### src/rtl/sigmoid_arbiter.sv
// -----------------------------------------------------------------------------
// sigmoid_arbiter
//
// Shares one hard-sigmoid activation unit between N_REQ requesters. A
// round-robin arbiter picks one valid operand whenever the single-entry result
// register can accept, and the sigmoid of that operand is registered with the
// owner's index one cycle later. A completed-transfer counter tracks results
// handed downstream.
//
// Hard sigmoid (Q8.8 constants shown): Y = 0 for X < -2.0, Y = 1.0 for X > 2.0,
// otherwise Y = (X + 2.0) >>> 2.
//
// Ports
//   clk         : clock, all flops on rising edge
//   rst_n       : asynchronous active-low reset (deassertion synchronised)
//   req_valid   : [N_REQ]            per-requester operand valid
//   req_data    : [N_REQ*DATA_WIDTH] flattened signed operands, slot i at
//                                    [i*DATA_WIDTH +: DATA_WIDTH]
//   req_ready   : [N_REQ]            one-hot combinational grant
//   out_valid   : result register holds a valid result
//   out_data    : [DATA_WIDTH]       signed sigmoid result
//   out_id      : [clog2(N_REQ)]     index of the requester owning out_data
//   out_ready   : downstream accepts the result
//   xfer_count  : [16]               completed output transfers, wraps
// -----------------------------------------------------------------------------
module sigmoid_arbiter #(
  parameter int DATA_WIDTH  = 16,
  parameter int FRACT_WIDTH = 8,
  parameter int N_REQ       = 4,   // legal range 2..8
  localparam int ID_WIDTH   = (N_REQ > 1) ? $clog2(N_REQ) : 1
) (
  input  logic                        clk,
  input  logic                        rst_n,
  input  logic [N_REQ-1:0]            req_valid,
  input  logic [N_REQ*DATA_WIDTH-1:0] req_data,
  output logic [N_REQ-1:0]            req_ready,
  output logic                        out_valid,
  output logic [DATA_WIDTH-1:0]       out_data,
  output logic [ID_WIDTH-1:0]         out_id,
  input  logic                        out_ready,
  output logic [15:0]                 xfer_count
);

  // Sigmoid constants. TWO is the +2.0 bias; FOUR is the bias-shifted upper
  // clamp point (X > 2.0 <=> X + 2.0 > 4.0). Both live in the widened domain.
  localparam logic signed [DATA_WIDTH:0] TWO  = (DATA_WIDTH+1)'(1) << (FRACT_WIDTH + 1);
  localparam logic signed [DATA_WIDTH:0] FOUR = (DATA_WIDTH+1)'(1) << (FRACT_WIDTH + 2);
  localparam logic [DATA_WIDTH-1:0]      ONE  = DATA_WIDTH'(1) << FRACT_WIDTH;

  // State
  logic                  run_reg;        // low until one edge after rst_n rises
  logic [ID_WIDTH-1:0]   ptr_reg;
  logic                  out_valid_reg;
  logic [DATA_WIDTH-1:0] out_data_reg;
  logic [ID_WIDTH-1:0]   out_id_reg;
  logic [15:0]           xfer_count_reg;

  logic [ID_WIDTH-1:0]   ptr_next;
  logic                  out_valid_next;
  logic [DATA_WIDTH-1:0] out_data_next;
  logic [ID_WIDTH-1:0]   out_id_next;
  logic [15:0]           xfer_count_next;

  // Arbitration / datapath
  logic                         accept;
  logic                         xfer;
  logic                         grant;
  logic                         found;
  logic [ID_WIDTH-1:0]          winner;
  int                           cand;
  logic signed [DATA_WIDTH-1:0] operand;
  logic signed [DATA_WIDTH:0]   sum;
  logic [DATA_WIDTH-1:0]        sig;

  assign accept = !out_valid_reg || out_ready;
  assign xfer   = out_valid_reg && out_ready;
  // run_reg gates grants so nothing is accepted during reset or on the first
  // edge after release; the first grant is captured on the second edge.
  assign grant  = run_reg && accept && found;

  // Round-robin search: walk offsets from the top down so the smallest offset
  // from ptr (the highest-priority valid requester) is the last one written.
  always_comb begin
    found  = 1'b0;
    winner = '0;
    cand   = 0;
    for (int k = N_REQ - 1; k >= 0; k--) begin
      cand = int'(ptr_reg) + k;
      if (cand >= N_REQ) begin
        cand = cand - N_REQ;
      end
      if (req_valid[cand]) begin
        found  = 1'b1;
        winner = ID_WIDTH'(cand);
      end
    end
  end

  for (genvar gi = 0; gi < N_REQ; gi++) begin : g_ready
    assign req_ready[gi] = grant && (winner == ID_WIDTH'(gi));
  end

  // Hard sigmoid of the winner's operand. The bias is added one bit wider
  // than the operand so the clamp tests see the true sum, never a wrapped one.
  always_comb begin
    operand = req_data[int'(winner)*DATA_WIDTH +: DATA_WIDTH];
    sum     = {operand[DATA_WIDTH-1], operand} + TWO;
    if (sum < 0) begin
      sig = '0;
    end else if (sum > FOUR) begin
      sig = ONE;
    end else begin
      sig = DATA_WIDTH'(sum >>> 2);
    end
  end

  // Next-state: a grant overwrites the result register even when the current
  // result is leaving this cycle, so back-to-back results have no bubble.
  always_comb begin
    ptr_next        = ptr_reg;
    out_valid_next  = out_valid_reg;
    out_data_next   = out_data_reg;
    out_id_next     = out_id_reg;
    xfer_count_next = xfer ? xfer_count_reg + 16'd1 : xfer_count_reg;
    if (grant) begin
      ptr_next       = (winner == ID_WIDTH'(N_REQ - 1)) ? '0 : winner + ID_WIDTH'(1);
      out_valid_next = 1'b1;
      out_data_next  = sig;
      out_id_next    = winner;
    end else if (xfer) begin
      out_valid_next = 1'b0;
    end
  end

  always_ff @(posedge clk or negedge rst_n) begin
    if (!rst_n) begin
      run_reg        <= 1'b0;
      ptr_reg        <= '0;
      out_valid_reg  <= 1'b0;
      out_data_reg   <= '0;
      out_id_reg     <= '0;
      xfer_count_reg <= '0;
    end else begin
      run_reg        <= 1'b1;
      ptr_reg        <= ptr_next;
      out_valid_reg  <= out_valid_next;
      out_data_reg   <= out_data_next;
      out_id_reg     <= out_id_next;
      xfer_count_reg <= xfer_count_next;
    end
  end

  assign out_valid  = out_valid_reg;
  assign out_data   = out_data_reg;
  assign out_id     = out_id_reg;
  assign xfer_count = xfer_count_reg;

endmodule

### config.mk
export PLATFORM = sky130hd
export DESIGN_NAME = sigmoid_arbiter
export DESIGN_NICKNAME = d
export VERILOG_FILES = /design/src/rtl/sigmoid_arbiter.sv
export SDC_FILE = /design/constraint.sdc
export NUM_CORES = 1
export LEC_CHECK = 0
export BUFFER_PORTS_ARGS = -buffer_cell sky130_fd_sc_hd__buf_2
export CORE_MARGIN = 5
export CORE_UTILIZATION = 42
export DETAILED_ROUTE_END_ITERATION = 12
export GPL_TIMING_DRIVEN = 1
export PLACE_DENSITY = 0.84
export RECOVER_POWER = 50
export SYNTH_ARGS = -nofsm -noshare
export SYNTH_HDL_FRONTEND = slang
export SYNTH_SLANG_ARGS = --single-unit
### constraint.sdc
create_clock -name clk -period 2.1 [get_ports clk]
set_input_delay 0.105 -clock clk [delete_from_list [all_inputs] [get_ports clk]]
set_output_delay 0.105 -clock clk [all_outputs]
set_load 0.1 [all_outputs]
==> results.md <==
- Avg Cell Area, Syn: 10.6 um^2
- CTS sink count: 36
- Drt wl/cell: 15.4 um
- Sw Share: 49.3%
- Clock root cell: clkbuf_8
- Crit path capture type: flip-flop
- Instance count of the mapped netlist: roughly 210
- CTS tree: yes
- Initial Util: a little over two fifths
- Clock transition at the registers of the reported paths: 0.07 ns
- Maximum vdd drop: 0.00138 V
- First-pass GRT wire length: between 10000 and 15000 um
- Total Routing Usage GR: a little under a fifth
- CTS H-tree lvls: 2
- Initial antenna violation count: 0
- Die Wd: 83.0 um
- Worst reg-to-reg setup slack: -0.22 ns
- Crit Reg-Reg Startpoint: ptr_reg[1]
- Core region area: around 5000 um^2
- Arrival time worst endpoint: 2.52 ns
- Antenna-violating nets left: 0
- Clock Latency Late Sink: 0.29 ns
- Final Hold Fails: 0
- Largest net degree at the start of global routing: 37
- Cell Rows: 26
- Internal power: 1.84 mW
- Worst-margin pin slew: 1.21 ns
- Vias/cell: ~5.1
- Worst hold margin: approximately 0.11 ns
- Layout cells sized above 1: 48.2%
- Die Y: 83.0 um
- Critical Path RT: roughly 2.3 ns
- Seq/Total Area, Yosys: 40.2%
- Cell Area, Synth: 2240 um^2
- Yosys warns: 0
- Startpoint Class: flip-flop
- Ant diodes: 0
- I/O pin count: 110
- Slew Viols, Final: 0
- Max reg flops: 16
- Worst path cell trace: mux2i_2 -> o2bb2ai_4 -> nor2_4 -> mux4_2 -> a211oi_4 -> nand4b_4 -> o221ai_1
- Layout area overhead: 40.9%
- P per Cell Area: around 1100 nW/um^2
- Sequential Power Share: 25.6%
- WL final: ~6200 um
- R2R depth: 7
- Area contributors post-synth: dfrtp_1 (40%), mux2i_1 (8.5%), mux2_2 (4.5%)
- Max_cap viols: 0
- NetSw: between 1.5 and 2 mW
- Gpl congestion: 0.864
- WS Path Type: flip-flop to flip-flop
- Remaining DRCs: 0
- Largest fanout on the critical path: 8
- Worst path max stage delay: 0.59 ns
- Placed cell areas: 2930 um^2
- Hold endpoint: out_valid
- Grt total ovfl: 0
- Design Area, Final: 3160 um^2
- Synth unique cells: 44
- Number of global-route vias before repair: 2145
- Slew headroom: 19.6%
- Top cell type by total area after synthesis: dfrtp_1
- Setup violators final: 13
- Flops & latches, synth: 36
- Hold_sp: out_ready
- Clock share of power: between 10% and 20%
- Most common cell after layout, fill and taps aside: buf_2
- RSZ-0062 raised after global routing: yes
- Port Buf Inserts: 99
- Failing checks: negative setup slack
- Pre-Repair DR Iteration Count: 4
- Hold path cells: 3
- Post-Place Worst Slack: -0.256 ns
- Final Cycle Share: 111%
- Hold WC Path Type: input pin to flip-flop
- Total number of vias: 2087
- Status: finished, violations left
- P_leak: approximately 1.6 nW
- Reg-to-reg endpoint: out_data[2]
- Clock buffer depth: 2
- Combinational fraction of design power: 61.3%
- Setup Skew: 0.00364 ns
- Yosys top cell area share: 40.2%
- Die area: 6890 um^2
- TritonCTS Buffers: 5
- Final Worst Setup Slack: -0.221 ns
- Starting DRT DRC Count: 147
- Most frequent cells in the layout: buf_2 (89), dfrtp_1 (32), buf_4 (21), nand2_1 (20), mux2i_1 (18)
- Detail Placement HPWL: 4820 um
- Fin nets: between 400 and 500
- Tmin final: approximately 2.3 ns
- CP max stage cell: mux4_2
- Fmax: 431 MHz
-- what timing repair did --
item                                    CTS  global route
hold buffers                              1             0
resized for setup                        18             5
pin swaps                                 6             3
endpoints found under the setup margin   13            13
endpoints found under the hold margin    36             0
buffers inserted                          6             3
-- stage by stage --
| step | util (%) | instances | total power [mW] | setup TNS [ns] |
|---|---|---|---|---|
| 6_report | 61.4 | 406 | 3.62 | -2.14 |
| 2_1_floorplan | - | 213 | 2.51 | -1.60 |
| 5_1_grt | 61.4 | 406 | 3.83 | -3.54 |
| 4_1_cts | 60.7 | 404 | 3.60 | -1.78 |
| 3_5_place_dp | 57.0 | 389 | 2.98 | -1.85 |
| 3_3_place_gp | 57.0 | 389 | 2.94 | -0.915 |
-- how the worst max path moves through the flow --
| stage | cells past startpoint | slack, ns | endpoint | startpoint |
|---|---|---|---|---|
| 2_1_floorplan | 8 | -0.23 | req_ready[3] | ptr_reg[0] |
| 3_3_place_gp | 7 | -0.13 | out_data[0] | ptr_reg[1] |
| 3_5_place_dp | 10 | -0.26 | out_data[2] | ptr_reg[1] |
| 4_1_cts | 7 | -0.19 | out_data[4] | ptr_reg[1] |
| 5_1_grt | 7 | -0.35 | out_data[0] | ptr_reg[1] |
| 6_report | 7 | -0.22 | out_data[2] | ptr_reg[1] |
-- synthesized netlist by cell type (all sizes together) --
cell type / n
a211oi: 1
a21o: 1
a21oi: 5
a22o: 1
a2bb2oi: 1
and2: 7
and3: 4
and3b: 1
and4: 1
buf: 5
clkbuf: 5
conb: 2
dfrtp: 36
ha: 5
inv: 7
mux2: 9
mux2i: 19
mux4: 3
nand2: 20
nand2b: 3
nand3: 13
nand3b: 9
nand4: 5
nand4b: 1
nor2: 14
nor2b: 1
nor3: 1
o21ai: 5
o221ai: 7
o2bb2ai: 1
o311a: 1
o31ai: 1
o41ai: 1
or4: 1
xnor2: 9
xor2: 6
-- final cells by class --
type                    instances  area, um^2
fillers                       453        1980
flip-flops and latches         36         906
clock buffers                   7        76.3
inverters                       7        31.3
well taps                      70        87.6
repair buffers                125         771
clock inverters                 1        5.00
multi-input cells             160        1280
-- cells by family (layout without fill, tap and decap cells) --
| family | Yosys count | after routing | share of synthesized area, % |
|---|---|---|---|
| DFF | 36 | 36 | 40.2 |
| and+or+nand+nor | 81 | 81 | 20.2 |
| other | 2 | 3 | 0.335 |
| AOI/OAI and AO/OA | 25 | 25 | 9.05 |
| muxes | 31 | 31 | 16.0 |
| buffers and inverters | 17 | 140 | 5.53 |
| xor gates and xnor gates | 15 | 15 | 5.87 |
| adders and majority gates | 5 | 5 | 2.79 |
-- power by group through the flow --
stage / clock, mW / combinational, mW / sequential (mW)
floorplan: 0 / 0.926 / 1.59
global placement: 0 / 2.01 / 0.935
detailed placement: 0 / 2.05 / 0.935
CTS: 0.493 / 2.19 / 0.925
global route: 0.522 / 2.36 / 0.947
finish: 0.475 / 2.22 / 0.927
-- per-layer routing --
layer	vias up	global-route usage [%]	wire length, um
met3	4	7.13	512
met1	1000	22.6	2680
li1	995	-	-
met2	88	30.6	3010
met5	-	0	0
met4	0	5.20	50
-- worst max-delay path, delay by kind of cell, from the launching register on --
| family | cells | cell delay (ns) |
|---|---|---|
| AOI/OAI and AO/OA | 3 | 0.62 |
| DFF | 1 | 0.44 |
| and+or+nand+nor | 2 | 0.40 |
| muxes | 2 | 0.77 |
Note: power is estimated with default switching activity, not from simulation.
